## src/rtl/iobuf_seq_pkg.sv

```systemverilog
// -----------------------------------------------------------------------------
// iobuf_seq_pkg
// Shared definitions for the IOBUF pad-bus sequencer:
//   - seq_state_e : FSM state encoding (IDLE / DRIVE / TURN)
//   - CNT_W       : width of the hold / turnaround down-counter
//   - cnt_load()  : converts a cycle count into a down-counter load value
// -----------------------------------------------------------------------------
package iobuf_seq_pkg;

   localparam int CNT_W = 4;

   typedef enum logic [1:0] {
      ST_IDLE  = 2'd0,
      ST_DRIVE = 2'd1,
      ST_TURN  = 2'd2
   } seq_state_e;

   // The counter runs down to zero, so N cycles of a phase load N-1.
   // A zero-cycle phase never loads the counter; return 0 to keep it defined.
   function automatic logic [CNT_W-1:0] cnt_load(input int cycles);
      logic [CNT_W-1:0] load_v;
      if (cycles > 0) begin
         load_v = CNT_W'(cycles - 1);
      end else begin
         load_v = {CNT_W{1'b0}};
      end
      return load_v;
   endfunction

endpackage

```

## src/rtl/iobuf_rr_arbiter.sv

```systemverilog
// -----------------------------------------------------------------------------
// iobuf_rr_arbiter
// Combinational round-robin pick. The winner is the first set request bit at
// or after the pointer, wrapping from NREQ-1 back to 0.
// Ports:
//   req      in  NREQ   request vector
//   ptr      in  IDX_W  highest-priority index this round
//   win_hot  out NREQ   one-hot winner (all zero when no request)
//   win_idx  out IDX_W  binary index of the winner (0 when no request)
//   win_any  out 1      at least one request is set
// -----------------------------------------------------------------------------
module iobuf_rr_arbiter
   import iobuf_seq_pkg::*;
#(
   parameter int NREQ  = 2,
   parameter int IDX_W = 1
) (
   input  logic [NREQ-1:0]  req,
   input  logic [IDX_W-1:0] ptr,
   output logic [NREQ-1:0]  win_hot,
   output logic [IDX_W-1:0] win_idx,
   output logic             win_any
);

   // Scan NREQ candidates starting at ptr; the first requester found wins.
   always_comb begin : pick
      int   cand_v;
      logic found_v;
      win_hot = {NREQ{1'b0}};
      win_idx = {IDX_W{1'b0}};
      found_v = 1'b0;
      cand_v  = 0;
      for (int i = 0; i < NREQ; i++) begin
         // ptr is always < NREQ, so a single wrap subtraction is enough
         cand_v = int'(ptr) + i;
         if (cand_v >= NREQ) begin
            cand_v = cand_v - NREQ;
         end else begin
            cand_v = cand_v;
         end
         if (!found_v && req[cand_v]) begin
            found_v         = 1'b1;
            win_hot[cand_v] = 1'b1;
            win_idx         = IDX_W'(cand_v);
         end else begin
            found_v = found_v;
         end
      end
      win_any = found_v;
   end

endmodule

```

## src/rtl/iobuf_bus_sequencer.sv

```systemverilog
// -----------------------------------------------------------------------------
// iobuf_bus_sequencer
// Sequences a WIDTH-bit bidirectional pad bus built from per-bit IOBUF cells.
// NREQ transmit requesters share the bus round-robin; every granted word is
// driven for HOLD cycles, followed by TA_CYC all-tristate turnaround cycles
// and at least one IDLE cycle, in which the pads are sampled as receive data.
// Ports:
//   C       in  1           clock, rising edge
//   CLR     in  1           asynchronous active-high reset
//   REQ     in  NREQ        per-requester transmit request (level)
//   WDATA   in  NREQ*WIDTH  requester k word at [k*WIDTH +: WIDTH]
//   GNT     out NREQ        one-hot single-cycle grant pulse
//   PAD_I   out WIDTH       to IOBUF I pins
//   PAD_T   out WIDTH       to IOBUF T pins, 1 = tristate
//   PAD_O   in  WIDTH       from IOBUF O pins
//   RDATA   out WIDTH       captured receive word
//   RVALID  out 1           RDATA updated this cycle
//   BUSY    out 1           sequencer is not IDLE
// All outputs come straight from registers.
// -----------------------------------------------------------------------------
module iobuf_bus_sequencer
   import iobuf_seq_pkg::*;
#(
   parameter int WIDTH  = 8,
   parameter int NREQ   = 2,
   parameter int HOLD   = 1,
   parameter int TA_CYC = 2
) (
   input  logic                   C,
   input  logic                   CLR,
   input  logic [NREQ-1:0]        REQ,
   input  logic [NREQ*WIDTH-1:0]  WDATA,
   output logic [NREQ-1:0]        GNT,
   output logic [WIDTH-1:0]       PAD_I,
   output logic [WIDTH-1:0]       PAD_T,
   input  logic [WIDTH-1:0]       PAD_O,
   output logic [WIDTH-1:0]       RDATA,
   output logic                   RVALID,
   output logic                   BUSY
);

   localparam int               IDX_W     = (NREQ > 1) ? $clog2(NREQ) : 1;
   localparam logic [CNT_W-1:0] HOLD_LOAD = cnt_load(HOLD);
   localparam logic [CNT_W-1:0] TA_LOAD   = cnt_load(TA_CYC);
   localparam logic [IDX_W-1:0] LAST_IDX  = IDX_W'(NREQ - 1);

   seq_state_e        state_r,  state_nxt_s;
   logic [CNT_W-1:0]  cnt_r,    cnt_nxt_s;
   logic [IDX_W-1:0]  ptr_r,    ptr_nxt_s;
   logic [NREQ-1:0]   gnt_r,    gnt_nxt_s;
   logic [WIDTH-1:0]  pad_i_r,  pad_i_nxt_s;
   logic              tri_r,    tri_nxt_s;
   logic [WIDTH-1:0]  rdata_r,  rdata_nxt_s;
   logic              rvalid_r, rvalid_nxt_s;
   logic              busy_r,   busy_nxt_s;

   logic [NREQ-1:0]   win_hot_s;
   logic [IDX_W-1:0]  win_idx_s;
   logic              win_any_s;
   logic [IDX_W-1:0]  ptr_adv_s;

   iobuf_rr_arbiter #(
      .NREQ  (NREQ),
      .IDX_W (IDX_W)
   ) u_arb (
      .req     (REQ),
      .ptr     (ptr_r),
      .win_hot (win_hot_s),
      .win_idx (win_idx_s),
      .win_any (win_any_s)
   );

   // Pointer moves to the slot after the winner, wrapping at NREQ-1.
   always_comb begin
      if (win_idx_s == LAST_IDX) begin
         ptr_adv_s = {IDX_W{1'b0}};
      end else begin
         ptr_adv_s = win_idx_s + IDX_W'(1);
      end
   end

   // Next-state and next-output logic for the IDLE/DRIVE/TURN sequencer.
   always_comb begin
      state_nxt_s  = state_r;
      cnt_nxt_s    = cnt_r;
      ptr_nxt_s    = ptr_r;
      gnt_nxt_s    = {NREQ{1'b0}};
      pad_i_nxt_s  = pad_i_r;
      tri_nxt_s    = tri_r;
      rdata_nxt_s  = rdata_r;
      rvalid_nxt_s = 1'b0;
      case (state_r)
         ST_IDLE: begin
            // Bus is tristated for the whole IDLE cycle, so the pads are
            // sampled even on the edge that starts a new burst.
            rdata_nxt_s  = PAD_O;
            rvalid_nxt_s = 1'b1;
            if (win_any_s) begin
               state_nxt_s = ST_DRIVE;
               gnt_nxt_s   = win_hot_s;
               pad_i_nxt_s = WDATA[int'(win_idx_s) * WIDTH +: WIDTH];
               tri_nxt_s   = 1'b0;
               ptr_nxt_s   = ptr_adv_s;
               cnt_nxt_s   = HOLD_LOAD;
            end else begin
               state_nxt_s = ST_IDLE;
               tri_nxt_s   = 1'b1;
            end
         end
         ST_DRIVE: begin
            if (cnt_r == {CNT_W{1'b0}}) begin
               tri_nxt_s = 1'b1;
               if (TA_CYC > 0) begin
                  state_nxt_s = ST_TURN;
                  cnt_nxt_s   = TA_LOAD;
               end else begin
                  state_nxt_s = ST_IDLE;
                  cnt_nxt_s   = {CNT_W{1'b0}};
               end
            end else begin
               tri_nxt_s = 1'b0;
               cnt_nxt_s = cnt_r - CNT_W'(1);
            end
         end
         ST_TURN: begin
            // Requests are ignored here; PAD_I keeps its stale value.
            tri_nxt_s = 1'b1;
            if (cnt_r == {CNT_W{1'b0}}) begin
               state_nxt_s = ST_IDLE;
            end else begin
               cnt_nxt_s = cnt_r - CNT_W'(1);
            end
         end
         default: begin
            state_nxt_s = ST_IDLE;
            cnt_nxt_s   = {CNT_W{1'b0}};
            tri_nxt_s   = 1'b1;
         end
      endcase
      busy_nxt_s = (state_nxt_s != ST_IDLE);
   end

   // State, counter, pointer and all output registers; CLR releases the bus at once.
   always_ff @(posedge C or posedge CLR) begin
      if (CLR) begin
         state_r  <= ST_IDLE;
         cnt_r    <= {CNT_W{1'b0}};
         ptr_r    <= {IDX_W{1'b0}};
         gnt_r    <= {NREQ{1'b0}};
         pad_i_r  <= {WIDTH{1'b0}};
         tri_r    <= 1'b1;
         rdata_r  <= {WIDTH{1'b0}};
         rvalid_r <= 1'b0;
         busy_r   <= 1'b0;
      end else begin
         state_r  <= state_nxt_s;
         cnt_r    <= cnt_nxt_s;
         ptr_r    <= ptr_nxt_s;
         gnt_r    <= gnt_nxt_s;
         pad_i_r  <= pad_i_nxt_s;
         tri_r    <= tri_nxt_s;
         rdata_r  <= rdata_nxt_s;
         rvalid_r <= rvalid_nxt_s;
         busy_r   <= busy_nxt_s;
      end
   end

   // One tristate flop fans out to every T pin so all bits switch together.
   assign PAD_T  = {WIDTH{tri_r}};
   assign GNT    = gnt_r;
   assign PAD_I  = pad_i_r;
   assign RDATA  = rdata_r;
   assign RVALID = rvalid_r;
   assign BUSY   = busy_r;

endmodule

```

## config.mk

```make
export PLATFORM = sky130hd
export DESIGN_NAME = iobuf_bus_sequencer
export DESIGN_NICKNAME = d
export VERILOG_FILES = /design/src/rtl/iobuf_seq_pkg.sv /design/src/rtl/iobuf_rr_arbiter.sv /design/src/rtl/iobuf_bus_sequencer.sv
export SDC_FILE = /design/constraint.sdc
export NUM_CORES = 1
export LEC_CHECK = 0
export CAP_MARGIN = 20
export CORE_ASPECT_RATIO = 0.5
export CORE_MARGIN = 2
export CORE_UTILIZATION = 45
export DETAILED_ROUTE_END_ITERATION = 8
export PLACE_DENSITY = 0.93
export REMOVE_ABC_BUFFERS = 1
export SYNTH_ARGS = -nofsm -noshare
export SYNTH_HDL_FRONTEND = slang
export SYNTH_SLANG_ARGS = --single-unit
export TNS_END_PERCENT = 20
```

## constraint.sdc

```tcl
create_clock -name C -period 3.6 [get_ports C]
set_input_delay 0.72 -clock C [delete_from_list [all_inputs] [get_ports C]]
set_output_delay 0.72 -clock C [all_outputs]
set_load 0.05 [all_outputs]
```

# ---- After elaboration in Yosys (flattened, before gate mapping)
# Cells that the tools add are included.
dict set report word_totals {
  register_bits 28
  input_bits 28
  output_inout_bits 28
}
dict set report classes {
  n_mux 33
  shifts 1
  addsub 5
  magnitude_cmp 6
  n_bitwise 1
  n_eq_ne 4
  n_reduce_logical 9
}
# operator count
set op_table {}
lappend op_table {{greater-or-equal comparator 32 x 1 -> 1 bit, second input constant} 2}
lappend op_table {{< comparator 32 x 3 -> 1 bit, second input constant} 2}
lappend op_table {{two-way mux 32 bit} 2}
lappend op_table {{greater-or-equal comparator 32 x 3 -> 1 bit, second input constant} 1}
lappend op_table {{subtractor 32 x 3 -> 32 bit, second input constant} 1}
lappend op_table {{two-way mux 1 bit} 17}
lappend op_table {{variable part select 16 x 5 -> 8 bit} 1}
lappend op_table {{two-way mux 2 bit} 6}
lappend op_table {{two-way mux 4 bit} 3}
lappend op_table {{one-hot mux 4 bit (3 select lines)} 1}
lappend op_table {{one-hot mux 2 bit (3 select lines)} 1}
lappend op_table {{logical NOT 4 bit} 1}
lappend op_table {{AND reduction 2 bit} 2}
lappend op_table {{subtractor 4 x 1 -> 4 bit, second input constant} 1}
lappend op_table {{logical AND 1 bit} 3}
lappend op_table {{subtractor 1 x 2 -> 3 bit, second input constant} 1}
lappend op_table {{adder 1 x 1 -> 2 bit, second input constant} 1}
lappend op_table {{demux 1 bit (select 1 bit)} 2}
lappend op_table {{== test 2 x 1 -> 1 bit, second input constant} 1}
lappend op_table {{== test 2 bit, second input constant} 1}
lappend op_table {{greater-or-equal comparator 1 x 2 -> 1 bit, second input constant} 1}
lappend op_table {{logical NOT 2 bit} 1}
lappend op_table {{inequality test 2 x 1 -> 1 bit, second input constant} 1}
lappend op_table {{inequality test 2 bit, second input constant} 1}
lappend op_table {{5 further kinds} 5}

# ---- Longest topological paths before layout
dict set report depth {
  ltp_word 12
  mapped_depth 6
  mapped_depth_nobuf 6
}

# ---- Hierarchy
# From an unflattened synthesis, not the netlist that was laid out.
dict set report hier_totals {
  hier_cells 125
  hier_area_um2 1352.5
}
# module area_each_um2 n_inst cells_each seq_area_each_um2
set modules_own_cells {}
lappend modules_own_cells {iobuf_bus_sequencer 1320.0 1 120 701.9}
lappend modules_own_cells {iobuf_rr_arbiter 32.5 1 5 0.0}

# ---- Worst setup path after synthesis
# OpenSTA, ideal clock, no wires.
dict set report synth_timing {
  path_type {reg-to-reg}
  start {register state_r[0]}
  end {register cnt_r[3]}
  required_time_ns 3.526
  path_stages_with_launch 7
  n_path_buf 0
  t_arrival_ns 1.443
  setup_slack_ns 2.083
  setup_ns 0.074
  path_cell_list {dfrtp_1 > inv_1 > ha_1 > nor3b_2 > or3_1 > nand2b_1 > o21ai_2}
}
dict set report synth_via {
  elab_chain_len 3
  elab_cells_between_ends 7
}
# element line_no
set synth_rtl {}
lappend synth_rtl {{start: declaration} iobuf_bus_sequencer.sv:47} ;# seq_state_e state_r, state_nxt_s;
lappend synth_rtl {{start signal: assignment} iobuf_bus_sequencer.sv:156} ;# state_r <= state_nxt_s;
lappend synth_rtl {{== test 2 bit / logical NOT 2 bit (equally long branches)} iobuf_bus_sequencer.sv:92} ;# case (state_r)
lappend synth_rtl {{inequality test 2 bit (no source line) / inequality test 2 x 1 -> 1 bit (equally long branches)} n/a}
lappend synth_rtl {{AND reduction 2 bit (no source line)} n/a}
lappend synth_rtl {{end signal: assignment} iobuf_bus_sequencer.sv:147} ;# cnt_r <= {CNT_W{1'b0}};
lappend synth_rtl {{end signal: assignment} iobuf_bus_sequencer.sv:157} ;# cnt_r <= cnt_nxt_s;
lappend synth_rtl {{end: declaration} iobuf_bus_sequencer.sv:48} ;# logic [CNT_W-1:0] cnt_r, cnt_nxt_s;
# Parallel ways exist; a longest one is shown, timed or not.
# A chain may end at the register's enable or synchronous reset.

# ---- Worst setup path in the final report
dict set report layout_timing {
  start {register tri_r}
  end {output PAD_T[2]}
}
# element line_no
set layout_lines {}
lappend layout_lines {{start: declaration} iobuf_bus_sequencer.sv:52} ;# logic tri_r, tri_nxt_s;
lappend layout_lines {{start signal: assignment} iobuf_bus_sequencer.sv:161} ;# tri_r <= tri_nxt_s;
lappend layout_lines {{end: declaration} iobuf_bus_sequencer.sv:35} ;# output logic [WIDTH-1:0] PAD_T,
# No word-level cell between the ends.

==> metrics.cfg <==
[place]
place_congestion = 0.720
pre_cts_ws_ns = 1.01
dp_hpwl_mm = 2.32
portBuffers = 55

[worst_setup_path]
critical_path_class = reg -> out
critical_path_required_ns = 2.88
cp-start-kind = register
cp_slowest_cell = clkdlybuf4s50_1
worstPathCellList = clkdlybuf4s50_1
slowest_delay_ns = 0.83
critPathMaxFanout = 8
cp_num_buf_inv = 1
worstSetupEndpointType = output port
worst-endpoint-arrival_ns = 1.71
crit_family = buffers and inverters

[sta]
finalHoldViolCount = 0
finalSetupTns_ns = 0
period_minus_slack_ns = 2.43
setup_viol = 0
finalWorstSetupSlack_ns = 1.17
fin_worst_skew_ns = 0.00251
fmax_mhz = 412
tightestPinTransition_ns = 0.729
hold_slack_ns = 0.490
drv_slew = 0
slew_headroom = 0.509
min_period_over_period = 0.675
rsz0062_at_grt = false

[route]
antenna_left = 0
drc = 0
firstDrtPassIters = 4
drt_first_iter_violations = 61
vias = 1051
post_drt_wl_per_cell_um = 15.0
routed_wl_mm = 3.10
avgViaCountPerCell = 5.08

[floorplan]
die-area_um2 = 3470
rows = 13
die_w_um = 81.3
die_h_um = 42.6
start_util = 0.495
pin_count = 56
core_region_area_um2 = 2720

[layout]
final_common_cell = clkdlybuf4s50_1
nets = 205
fillers = 181
drive_gt1_frac = 0.118
syn2layout_area_growth_pct = 45.9
mostFrequentLayoutCells = clkdlybuf4s50_1 (55), dfrtp_1 (27), o21ai_0 (14), mux2_2 (9), nand2_1 (9)
antenna_cells = 0

[global_route]
grt_antenna_before_repair = 0
track_usage = 0.199
grt_pass1_vias = 1056
grt-ovfl-total = 0
grt_pass1_wl_mm = 5.19
grt_max_degree = 29

[power]
p_int_mw = 1.04
p_seq_frac = 0.264
pwr-share-comb = 0.640
swShare = 0.503
p_clk_frac = 0.096
peakVddDrop_mv = 0.478
p_leak_nw = 0.881
p_sw_mw = 1.05
power.density_nw_per_um2 = 1070

[yosys]
synth_warnings = 0
yosysSeqAreaShare = 0.522
synth.top_cell.area_share = 0.503
syn_area_um2 = 1340
synth-seq-cells = 28
ys_top_cells_by_area = dfrtp_1 (50%), mux2_2 (7.5%), mux2i_1 (6.0%), ha_1 (5.6%), o21ai_0 (5.2%)
avgSynthCellArea_um2 = 11.3
synth_largest_area_cell = dfrtp_1
ys_types = 28
syn_inst = 119

[clocking]
clock_latency_ns = 0.28
tritoncts.num_buffers = 3
cts_sinks = 28
clk_pin_slew_ns = 0.10
post_cts_buffers = 0
hold_buffers = 0
cts_tree = done
post_cts_resize_count = 0
htree_levels = 1
cts_root_buf = clkbuf_8
ctsLongestPathBuffers = 2

[outcome]
outcome = finished, final reports clean

[hold_path]
min_path_type = reg -> reg

[flow_run]
drv_cap = 0

## cell type report
| type | instances | area (um^2) | area share |
|---|---|---|---|
| Tap cell | 37 | 46.3 | 0.0236 |
| Inverter | 8 | 30.0 | 0.0153 |
| Multi-Input combinational cell | 72 | 534 | 0.272 |
| Sequential cell | 28 | 702 | 0.358 |
| Clock buffer | 4 | 55.1 | 0.0281 |
| Timing Repair Buffer | 58 | 593 | 0.302 |
## power groups by stage
stage               logic (mW)  registers [mW]  clock network [mW]
floorplan                0.338            1.10                   0
global placement          1.29           0.548                   0
detailed placement        1.33           0.560                   0
CTS                       1.34           0.553               0.201
global route              1.40           0.571               0.217
finish                    1.34           0.552               0.201
## cell usage after synthesis (all sizes together)
master / instances
a211o: 1
a211oi: 1
a21o: 2
a21oi: 1
a22o: 1
buf: 11
dfrtp: 27
dfstp: 1
ha: 6
inv: 8
mux2: 9
mux2i: 8
nand2: 9
nand2b: 2
nand3: 1
nor2: 6
nor2b: 1
nor3: 1
nor3b: 2
o21a: 1
o21ai: 17
o22ai: 1
o31ai: 1
or3: 1
## logic make-up after synthesis
family	count (synthesis)	synth area share
AO/OA/AOI/OAI	26	0.115
AND/OR/NAND/NOR	23	0.0912
flip-flops	28	0.522
adder cells (fa/ha/maj)	6	0.0559
multiplexers	17	0.135
buffers and inverters	19	0.0801
## registers in the layout (all words and copies together) (netlist names)
name     cells
cnt_r        4
RVALID       1
ptr_r        1
state_r      2
BUSY         1
GNT          2
tri_r        1
RDATA        8
PAD_I        8
## stage by stage
step / std cells / util / instance area [um^2] / power, mW
global route: 207 / 0.722 / 1960 / 2.19
CTS: 206 / 0.712 / 1930 / 2.09
finish: 207 / 0.722 / 1960 / 2.09
floorplan: 108 / - / 1270 / 1.44
detailed placement: 202 / 0.691 / 1880 / 1.89
global placement: 202 / 0.691 / 1880 / 1.84
## path summary, 6_finish.rpt
path / end / slack [ns] / startpoint / cells past startpoint
worst max-delay path: PAD_T[2] / 1.17 / tri_r / 1
worst min-delay path: PAD_I[2] / 0.49 / PAD_I[2] / 2
worst max register to register: cnt_r[3] / 1.63 / state_r[0] / 6
worst min register to register: PAD_I[2] / 0.49 / PAD_I[2] / 2
max in group asynchronous: tri_r / 2.36 / CLR / 3
min in group asynchronous: RVALID / 0.75 / CLR / 2
## metal layers
layer | track usage | wire length [um] | vias to the layer above
li1 | - | - | 501
met1 | 0.229 | 1220 | 496
met2 | 0.346 | 1640 | 44
met3 | 0.0539 | 162 | 10
met4 | 0.0881 | 82 | 0
met5 | 0 | 0 | -
No activity file was read; power rests on OpenSTA's default activity.
